$ cat config.mk
export PLATFORM = sky130hd
export DESIGN_NAME = dac_sample_sched
export DESIGN_NICKNAME = d
export VERILOG_FILES = /design/src/rtl/dac_sample_sched.sv
export SDC_FILE = /design/constraint.sdc
export NUM_CORES = 1
export LEC_CHECK = 0
export BUFFER_PORTS_ARGS = -buffer_cell sky130_fd_sc_hd__clkbuf_2
export CORE_MARGIN = 2
export CORE_UTILIZATION = 35
export CTS_CLUSTER_SIZE = 24
export DETAILED_ROUTE_END_ITERATION = 7
export PLACE_DENSITY = 0.51
export SYNTH_ARGS = -nofsm -noshare
export SYNTH_HDL_FRONTEND = slang
export SYNTH_SLANG_ARGS = --single-unit
$ cat constraint.sdc
create_clock -name clk -period 5.9 [get_ports clk]
set_input_delay 1.18 -clock clk [delete_from_list [all_inputs] [get_ports clk]]
set_output_delay 1.18 -clock clk [all_outputs]
set_load 0.02 [all_outputs]
$ cat src/rtl/dac_sample_sched.sv
// Sample scheduler for the sigma-delta dac: FIFO-buffered PCM, one sample per OSR-cycle period.
// Optional macro DAC_SCHED_MIDSCALE_EN: load midscale instead of holding the last sample on underflow.
module dac_sample_sched #(
    parameter int RES   = 8,
    parameter int OSR   = 64,
    parameter int DEPTH = 4
) (
    input  logic           clk,
    input  logic           rst,
    input  logic           en,
    input  logic           s_valid,
    input  logic [RES-1:0] s_data,
    output logic           s_ready,
    output logic           conv,
    output logic [RES-1:0] dac_in,
    output logic           busy,
    output logic           sample_tick,
    output logic           underflow,
    input  logic           clr_uf
);

    localparam int AW = $clog2(DEPTH);
    localparam int CW = AW + 1;
    localparam int PW = $clog2(OSR);
    localparam logic [PW-1:0]  PH_LAST = PW'(OSR - 1);
    localparam logic [PW-1:0]  PH_PRE  = PW'(OSR - 2);
    localparam logic [RES-1:0] MID     = {1'b1, {(RES-1){1'b0}}};

    typedef enum logic {IDLE, RUN} state_t;

    logic [RES-1:0] mem_q [DEPTH];
    logic [AW-1:0]  wr_ptr_q, rd_ptr_q;
    logic [CW-1:0]  count_q, count_d;
    logic           full, empty, push, pop;

    state_t         state_q;
    logic [PW-1:0]  phase_q;
    logic           conv_q, busy_q, tick_q, uf_q;
    logic [RES-1:0] dac_q;

    assign full    = (count_q == CW'(DEPTH));
    assign empty   = (count_q == '0);
    assign s_ready = !full;
    assign push    = s_valid && !full;

    // Pops happen only when a new period starts with data available.
    always_comb begin
        pop = 1'b0;
        if (state_q == IDLE)
            pop = en && !empty;
        else
            pop = (phase_q == PH_LAST) && en && !empty;
    end

    always_comb begin
        count_d = count_q;
        case ({push, pop})
            2'b10:   count_d = count_q + CW'(1);
            2'b01:   count_d = count_q - CW'(1);
            default: count_d = count_q;
        endcase
    end

    always_ff @(posedge clk) begin
        if (push)
            mem_q[wr_ptr_q] <= s_data;
    end

    always_ff @(posedge clk) begin
        if (rst) begin
            wr_ptr_q <= '0;
            rd_ptr_q <= '0;
            count_q  <= '0;
        end else begin
            if (push)
                wr_ptr_q <= wr_ptr_q + AW'(1);
            if (pop)
                rd_ptr_q <= rd_ptr_q + AW'(1);
            count_q <= count_d;
        end
    end

    always_ff @(posedge clk) begin
        if (rst) begin
            state_q <= IDLE;
            phase_q <= '0;
            conv_q  <= 1'b0;
            busy_q  <= 1'b0;
            tick_q  <= 1'b0;
            dac_q   <= '0;
            uf_q    <= 1'b0;
        end else begin
            // Clear first so a same-cycle underflow set wins.
            if (clr_uf)
                uf_q <= 1'b0;
            case (state_q)
                IDLE: begin
                    phase_q <= '0;
                    tick_q  <= 1'b0;
                    if (en && !empty) begin
                        state_q <= RUN;
                        conv_q  <= 1'b1;
                        busy_q  <= 1'b1;
                        dac_q   <= mem_q[rd_ptr_q];
                    end
                end
                RUN: begin
                    if (phase_q == PH_LAST) begin
                        phase_q <= '0;
                        tick_q  <= 1'b0;
                        if (!en) begin
                            state_q <= IDLE;
                            conv_q  <= 1'b0;
                            busy_q  <= 1'b0;
                        end else if (!empty) begin
                            dac_q <= mem_q[rd_ptr_q];
                        end else begin
                            uf_q <= 1'b1;
`ifdef DAC_SCHED_MIDSCALE_EN
                            dac_q <= MID;
`endif
                        end
                    end else begin
                        phase_q <= phase_q + PW'(1);
                        tick_q  <= (phase_q == PH_PRE);
                    end
                end
                default: state_q <= IDLE;
            endcase
        end
    end

    assign conv        = conv_q;
    assign dac_in      = dac_q;
    assign busy        = busy_q;
    assign sample_tick = tick_q;
    assign underflow   = uf_q;

endmodule

# == After elaboration in Yosys (flattened, before gate mapping) ==
# Memory sizes are Yosys's and may differ from the RTL's. A register that Yosys moved wholly into a read port is not among the register bits.
# Cells that the tools add are included.
# totals
n_memories,1
ram_bits,32
elab_cells,64
register_bits,25
# op_classes
n_eq_ne,10
mux,28
n_addsub,5
bitwise,1
reduce_logical,10
# mem_list
memory,words,width,rd,rd_clocked_by_memory_dff,wr,line,rtl
mem_q,4,8,1,1,1,31,logic [RES-1:0] mem_q [DEPTH];
# ops
op,n
8-bit two-way mux,4
8-bit case mux with 2 select lines,1
1-bit two-way mux,15
"6-bit == test, second input constant",2
6-bit case mux with 2 select lines,1
"6-bit by 1-bit adder with 6-bit output, second input constant",1
6-bit two-way mux,1
"2-bit != test, second input constant",3
1-bit case mux with 2 select lines,3
3-bit case mux with 2 select lines,1
"2-bit by 1-bit adder with 2-bit output, second input constant",2
1-bit logical AND,4
2-bit two-way mux,2
"2-bit by 1-bit != test with 1-bit output, second input constant",2
4-bit AND reduction,1
"3-bit by 1-bit adder with 3-bit output, second input constant",1
"3-bit == test, second input constant",1
3-bit zero test,1
3-bit AND reduction,1
"3-bit by 1-bit subtractor with 3-bit output, second input constant",1
"2-bit by 1-bit == test with 1-bit output, second input constant",1
"2-bit == test, second input constant",1
1-bit zero test,2
2-bit nonzero test,1
1-bit NOT,1

# == Longest topological paths before layout ==
# Gate-level depths: netlist of the first run.
# depth
depth_word,6
ltp_mapped,11
mapped_depth_nobuf,10

# == Least setup slack after synthesis of the first run ==
# OpenSTA, ideal clock, no wires.
# synth_timing
path_type,in2reg
startpoint,input port en
endpoint,register count_q[2]
path_slack_ns,3.187
n_path_buf,1
t_arrival_ns,2.643
path_stages,9
required_ns,5.829
setup_time_ns,0.071
path_cell_list,o31ai_1 clkbuf_2 nor2_1 ha_1 inv_1 fa_1 xor2_1 or3_1 a21oi_1
# synth_between
elab_chain_cells,5
# synth_rtl
item,line,rtl
from (decl),10,"input logic en,"
1-bit logical AND (2 in a row),52,pop = (phase_q == PH_LAST) && en && !empty;
1-bit two-way mux *,49,if (state_q == IDLE)
2-bit by 1-bit == test with 1-bit output or 2-bit == test (tied branches),57,"case ({push, pop})"
3-bit case mux with 2 select lines or 2-bit nonzero test (tied branches),-,
to (signal assigned),79,count_q <= count_d;
to (decl),33,"logic [CW-1:0] count_q, count_d;"
# Mark *: on every way between the ends. The rest lies on a longest branch, timed or not.
# A chain may end at the register's enable or synchronous reset.

# == Final worst setup path of the first run ==
# Ends and elaborated chain as after synthesis.

==> impl_metrics.csv, run 1 <==
group,metric,value,unit
run_status,status,"completed",
power_and_ir_drop,combPwrFrac,21.7,%
power_and_ir_drop,swShare,29.8,%
power_and_ir_drop,p_int,834,uW
clocking,cts_max_level,3,
layout,n_antenna_cell,0,
clocking,ctsResizeCount,0,
critical_path,critPathLaunch,"en",
critical_path,cp.arrival,2.95,ns
grt,grt_usage,13.2,%
power_and_ir_drop,ir_drop,0.161,mV
power_and_ir_drop,p_leak,0.987,nW
synth,synth-async-reset-ratio,0,%
layout,layout_commonest_cell,"edfxtp_1",
die,initial_core_util,36.6,%
clocking,worstSkewPairLatency,0.34,ns
place,portBuffers,25,
clocking,cts-buffers-inserted,9,
critical_path,r2r_end,"count_q[2]$_SDFFE_PP0P_",
layout,final_util,42.7,%
die,die_w,85.9,um
clocking,ctsHoldBuffers,0,
die,die-area,7380,um2
grt,grt_pass1_vias,1492,
timing,rsz0062_at_grt,"no",
job,max_cap_violations,0,
place,place.gp.congestion,0.778,
timing,timing.hold.ws,0.478,ns
synth,ys.flop_type,"edfxtp_1",
synth,ys_seq_elements,59,
clocking,cts_tree,"built",
place,dp_hpwl,2980,um
clocking,clk_pin_slew,0.06,ns
synth,synthesis.nets,198,
synth,ys_warn_count,0,
die,core_area,6420,um2
critical_path,worstReg2RegStart,"phase_q[0]$_SDFF_PP0_",
power_and_ir_drop,clkPwrFrac,32.5,%
worst_hold_path,min_path_type,"flip-flop to flip-flop",
detailed_routing,wire_per_inst,15.1,um
layout,drive_above_1_share,25.7,%
clocking,clockBufferDepth,2,
power_and_ir_drop,power.switching,354,uW
timing,setup_viol_count_final,0,
timing,skew,0.00666,ns
synth,yosysSeqAreaShare,63.9,%
critical_path,endpoint_kind,"flip-flop",
timing,hold_viol,0,
critical_path,crit_end,"count_q[2]$_SDFFE_PP0P_",
timing,report.final.slew_viol_count,0,
synth,synthCells,177,
synth,netlist_area,2350,um2
layout,final_nets,226,
detailed_routing,wirelength,4330,um
clocking,cts_sinks,59,
critical_path,reg2reg_slack,3.31,ns
critical_path,cp-start-kind,"input port",
critical_path,cp_max_fo,12,
die,rows,29,
timing,slew_headroom,25.4,%
detailed_routing,drt_pass1_iterations,4,
power_and_ir_drop,p_per_area,434,nW/um2
layout,mostFrequentLayoutCells,"edfxtp_1, dfxtp_1, clkbuf_2",
detailed_routing,ant_nets,0,
detailed_routing,routed_via_density,5.04,
detailed_routing,vias,1446,
synth,synth_edf_count,32,
detailed_routing,drt-initial-drc-count,60,
grt,antenna_found_initial,0,
timing,timing.final.crit_share,45.6,%
timing,worstMarginPinSlew,1.11,ns
clocking,post_cts_buffers,0,
timing,finalSetupTns,0,ns
critical_path,cp.required,6.16,ns
power_and_ir_drop,finalPower,1.19,mW
clocking,cts_root_buf,"clkbuf_8",
detailed_routing,route.detailed.drc,0,
critical_path,worstRegToRegCells,10,
timing,max_freq,372,MHz
power_and_ir_drop,seqPwrFrac,45.8,%
synth,synth_cell_types,38,
grt,grt_pass1_wl,7180,um
timing,final.min_clock_period,2.69,ns
synth,syn_avg_cell_area,13.3,um2
layout,syn_to_final_growth,16.7,%
critical_path,path_class,"input port to flip-flop",
grt,grt_overflow,0,
die,pin_count,26,
grt,grt_max_degree,23,
die,dieHeight,85.9,um
layout,nFillCells,609,
## cell type report
type	instances	area, um2	area share, %
clock buffer	10	128	4.66
inverter	10	37.5	1.37
tap	77	96.3	3.52
clock inverter	6	80.1	2.92
multi-input combinational	100	772	28.2
timing repair buffer	25	125	4.57
sequential	59	1500	54.8
## flip-flops by register name (all words and copies together), names as in the netlist, named ones only
signal,flops
busy,1
count_q,3
dac_in,8
mem_q,32
phase_q,6
rd_ptr_q,2
sample_tick,1
state_q,1
underflow,1
wr_ptr_q,2
## logic make-up (layout without fill, tap and decap cells)
| family | after synthesis | after routing | synth area share, % |
|---|---|---|---|
| flip-flops | 59 | 59 | 63.9 |
| multiplexers | 9 | 9 | 8.15 |
| AND/OR/NAND/NOR | 47 | 47 | 10.7 |
| buffers and inverters | 18 | 51 | 3.20 |
| adder cells (fa/ha/maj) | 8 | 8 | 4.58 |
| AO/OA/AOI/OAI | 29 | 29 | 6.87 |
| XOR/XNOR | 7 | 7 | 2.61 |
## cell usage after synthesis (2+ instances only)
cell type,count,area (um2)
edfxtp_1,32,961
nand4_1,2,12.5
or3_1,2,12.5
nand2_1,4,15.0
clkbuf_1,3,11.3
inv_1,9,33.8
dfxtp_1,27,541
o21ai_0,10,50.1
nor2b_1,2,12.5
mux4_2,8,180
ha_1,7,87.6
nor2_1,15,56.3
xor2_1,4,35.0
nand3_1,9,45.0
buf_2,2,10.0
xnor2_1,3,26.3
a21oi_1,13,65.1
and3_1,5,31.3
## stage by stage
stage / area [um2] / std cells / setup WS (ns)
finish: 2740 / 287 / 3.21
global route: 2740 / 287 / 3.09
CTS: 2740 / 287 / 3.20
detailed placement: 2530 / 271 / 2.84
global placement: 2530 / 271 / 2.95
floorplan: 2350 / 177 / 3.19
## power by group through the flow
| stage | combinational (mW) | clock (mW) | sequential [mW] |
|---|---|---|---|
| floorplan | 0.197 | 0 | 0.545 |
| global placement | 0.250 | 0 | 0.551 |
| detailed placement | 0.260 | 0 | 0.554 |
| CTS | 0.261 | 0.395 | 0.546 |
| global route | 0.291 | 0.415 | 0.554 |
| finish | 0.258 | 0.386 | 0.544 |
## metal layers
metal	routed length, um	GRT usage, %	vias to the layer above
li1	-	-	698
met1	1810	15.2	706
met2	2190	20.6	29
met3	224	5.39	13
met4	104	7.79	0
met5	0	0	-
## worst max-delay path, cell delays in order
cell	delay [ns]
clkbuf_2	0.11
o31ai_1	0.23
nor2_1	0.17
ha_1	0.20
inv_1	0.07
fa_1	0.37
xor2_1	0.16
or3_1	0.30
a21oi_1	0.15
## worst min-delay path by stage
stage | from | end | slack (ns) | depth (start not counted)
6_report | phase_q[0]$_SDFF_PP0_ | phase_q[0]$_SDFF_PP0_ | 0.48 | 1
5_1_grt | dac_in[1]$_SDFFE_PP0P_ | dac_in[1]$_SDFFE_PP0P_ | 0.51 | 2
4_1_cts | phase_q[0]$_SDFF_PP0_ | phase_q[0]$_SDFF_PP0_ | 0.47 | 1
3_5_place_dp | phase_q[0]$_SDFF_PP0_ | phase_q[0]$_SDFF_PP0_ | 0.46 | 1
3_3_place_gp | phase_q[0]$_SDFF_PP0_ | phase_q[0]$_SDFF_PP0_ | 0.45 | 1
2_1_floorplan | phase_q[0]$_SDFF_PP0_ | phase_q[0]$_SDFF_PP0_ | 0.43 | 1
Note: power is estimated with default switching activity, not from simulation.
==> run 2, diff against run 1 <==
ABC_AREA = 1   (was not set)
clock period = 2.8 ns   (was 5.9 ns; I/O delays follow)
==> impl_metrics.csv, run 2 <==
group,metric,value,unit
die,rows,30,
critical_path,cp.arrival,2.50,ns
detailed_routing,drt-initial-drc-count,38,
worst_hold_path,min_from,"s_data[7]",
detailed_routing,routed_via_density,4.53,
layout,syn_to_final_growth,16.2,%
detailed_routing,wirelength,4250,um
grt,use_met2,20.3,%
synth,yosysMostFrequentCell,"nor2_1",
timing,final.setup.worst_slack,0.569,ns
place,place.gp.congestion,0.742,
timing,report.final.slew_viol_count,0,
critical_path,cp.required,3.07,ns
die,dieHeight,87.4,um
detailed_routing,drt_pass1_iterations,4,
clocking,cts_sinks,59,
synth,yosysSeqAreaShare,61.7,%
power_and_ir_drop,ir_drop,0.388,mV
layout,n_antenna_cell,0,
layout,design_area,2830,um2
synth,synthCells,251,
synth,netlist.top_cell.by_area,"edfxtp_1",
detailed_routing,wire_per_inst,11.5,um
timing,hold_viol,0,
timing,max_freq,448,MHz
layout,layout_commonest_cell,"nor2_1",
clocking,post_cts_buffers,0,
place,dp_cells,353,
synth,ys_warn_count,0,
grt,busiest_layer,"met2",
clocking,worstSkewPairLatency,0.33,ns
timing,finalSetupTns,0,ns
synth,netlist_area,2430,um2
critical_path,critPathLaunch,"phase_q[0]$_SDFF_PP0_",
synth,synth.mux.area_fraction,0,%
grt,grt_pass1_wl,7270,um
clocking,ctsHoldBuffers,0,
synth,ys_seq_elements,59,
place,portBuffers,25,
place,dp_hpwl,2890,um
timing,slew_headroom,58.2,%
critical_path,reg2reg_slack,0.57,ns
grt,grt_use_met1,15.5,%
synth,synth_edf_count,32,
power_and_ir_drop,p_per_area,870,nW/um2
power_and_ir_drop,p_leak,1.17,nW
timing,final.min_clock_period,2.23,ns
synth,synthTopCellsByArea,"edfxtp_1, dfxtp_1, nor2_1",
clocking,ctsResizeCount,0,
layout,largest_reg_flops,32,
layout,largest-register,"mem_q",
worst_hold_path,min_path_type,"input port to flip-flop",
synth,synth_xor_area_share,0.720,%
clocking,cts_max_level,3,
layout,final_nets,305,
synth,synthesis.nets,272,
power_and_ir_drop,finalPower,2.46,mW
clocking,cts_tree,"built",
synth,synth-simple-area-share,17.6,%
critical_path,endpoint_kind,"flip-flop",
synth,synth_top_area_share,39.5,%
critical_path,path_class,"flip-flop to flip-flop",
grt,met3_usage,4.64,%
die,die_w,87.4,um
synth,synthAdderAreaFrac,4.42,%
timing,setup_viol_count_final,0,
critical_path,cp-start-kind,"flip-flop",
critical_path,cp_max_fo,18,
synth,synth-compound-area-share,9.00,%
synth,synthTopCellsByCount,"nor2_1, edfxtp_1, nand2_1",
synth,synth_top_family_by_area,"simple AND/OR/NAND/NOR gates",
job,max_cap_violations,0,
die,core_area,6760,um2
clocking,cts_root_buf,"clkbuf_8",
layout,mostFrequentLayoutCells,"nor2_1, edfxtp_1, nand2_1",
clocking,cts-buffers-inserted,9,
critical_path,worstReg2RegStart,"phase_q[0]$_SDFF_PP0_",
grt,grt_pass1_vias,1614,
grt,grt_max_degree,19,
synth,synth_cell_types,25,
die,pin_count,26,
detailed_routing,vias,1671,
timing,worstMarginPinSlew,0.626,ns
timing,skew,0.0108,ns
timing,timing.final.crit_share,79.7,%
place,pre_cts_slack,0.557,ns
die,initial_core_util,36.0,%
run_status,status,"completed",
detailed_routing,ant_nets,0,
timing,rsz0062_at_grt,"no",
synth,syn_avg_cell_area,9.69,um2
detailed_routing,route.detailed.drc,0,
synth,ys.flop_type,"edfxtp_1",
grt,grt_usage,12.8,%
clocking,clockBufferDepth,2,
place,placedInstanceArea,2640,um2
synth,synth-async-reset-ratio,0,%
layout,drive_above_1_share,18.7,%
grt,grt_overflow,0,
clocking,clk_pin_slew,0.08,ns
die,die-area,7630,um2
grt,antenna_found_initial,0,
layout,layout.cells.non_filler,369,
## run 2: where the power goes
group | internal (mW) | switching [mW]
Sequential | 1.05 | 0.0873
Clock | 0.332 | 0.364
Combinational | 0.211 | 0.415
## run 2: path summary, 6_finish.rpt
check	to	depth (start not counted)
worst max register to register	count_q[2]$_SDFFE_PP0P_	13
worst min register to register	underflow$_SDFF_PP0_	2
worst max-delay path	count_q[2]$_SDFFE_PP0P_	13
worst min-delay path	mem_q[0][7]$_DFFE_PP_	1
## run 2: cell families after synthesis
logic type,after synthesis
simple gates,104
compound gates,41
flops,59
xor+xnor,2
fa+ha+maj,8
buf+inv,37
## run 2: worst max-delay path, cell delays in order (launching register included)
cell and delay (ns):
dfxtp_1 0.38, ha_1 0.22, nand3_2 0.14, o21bai_4 0.18, nand2_4 0.15, inv_1 0.11, ha_1 0.14, inv_1 0.06
fa_1 0.38, nor2_1 0.11, nor2_1 0.04, nand2_1 0.06, o21ai_0 0.07, a21oi_1 0.13
## run 2: routing by layer
metal,vias up,routed length (um),part of all wire [%]
li1,880,-,-
met1,763,2080,49
met2,24,1970,46
met3,4,161,3.8
met4,0,46,1.1
met5,-,0,0
## run 2: final cells by class
cell class                 instances  area [um2]
fill                             662        3930
sequential                        59        1500
multi-input combinational        155         772
timing repair buffer              29         155
clock buffer                       9         124
inverter                          30         113
tap                               80         100
clock inverter                     7        60.1
## run 2: metrics by stage
step	hold slack (ns)	util, %
2_1_floorplan	0.430	-
4_1_cts	0.429	41.8
3_5_place_dp	0.460	39.1
5_1_grt	0.425	41.8
6_report	0.444	41.8
3_3_place_gp	0.447	39.1
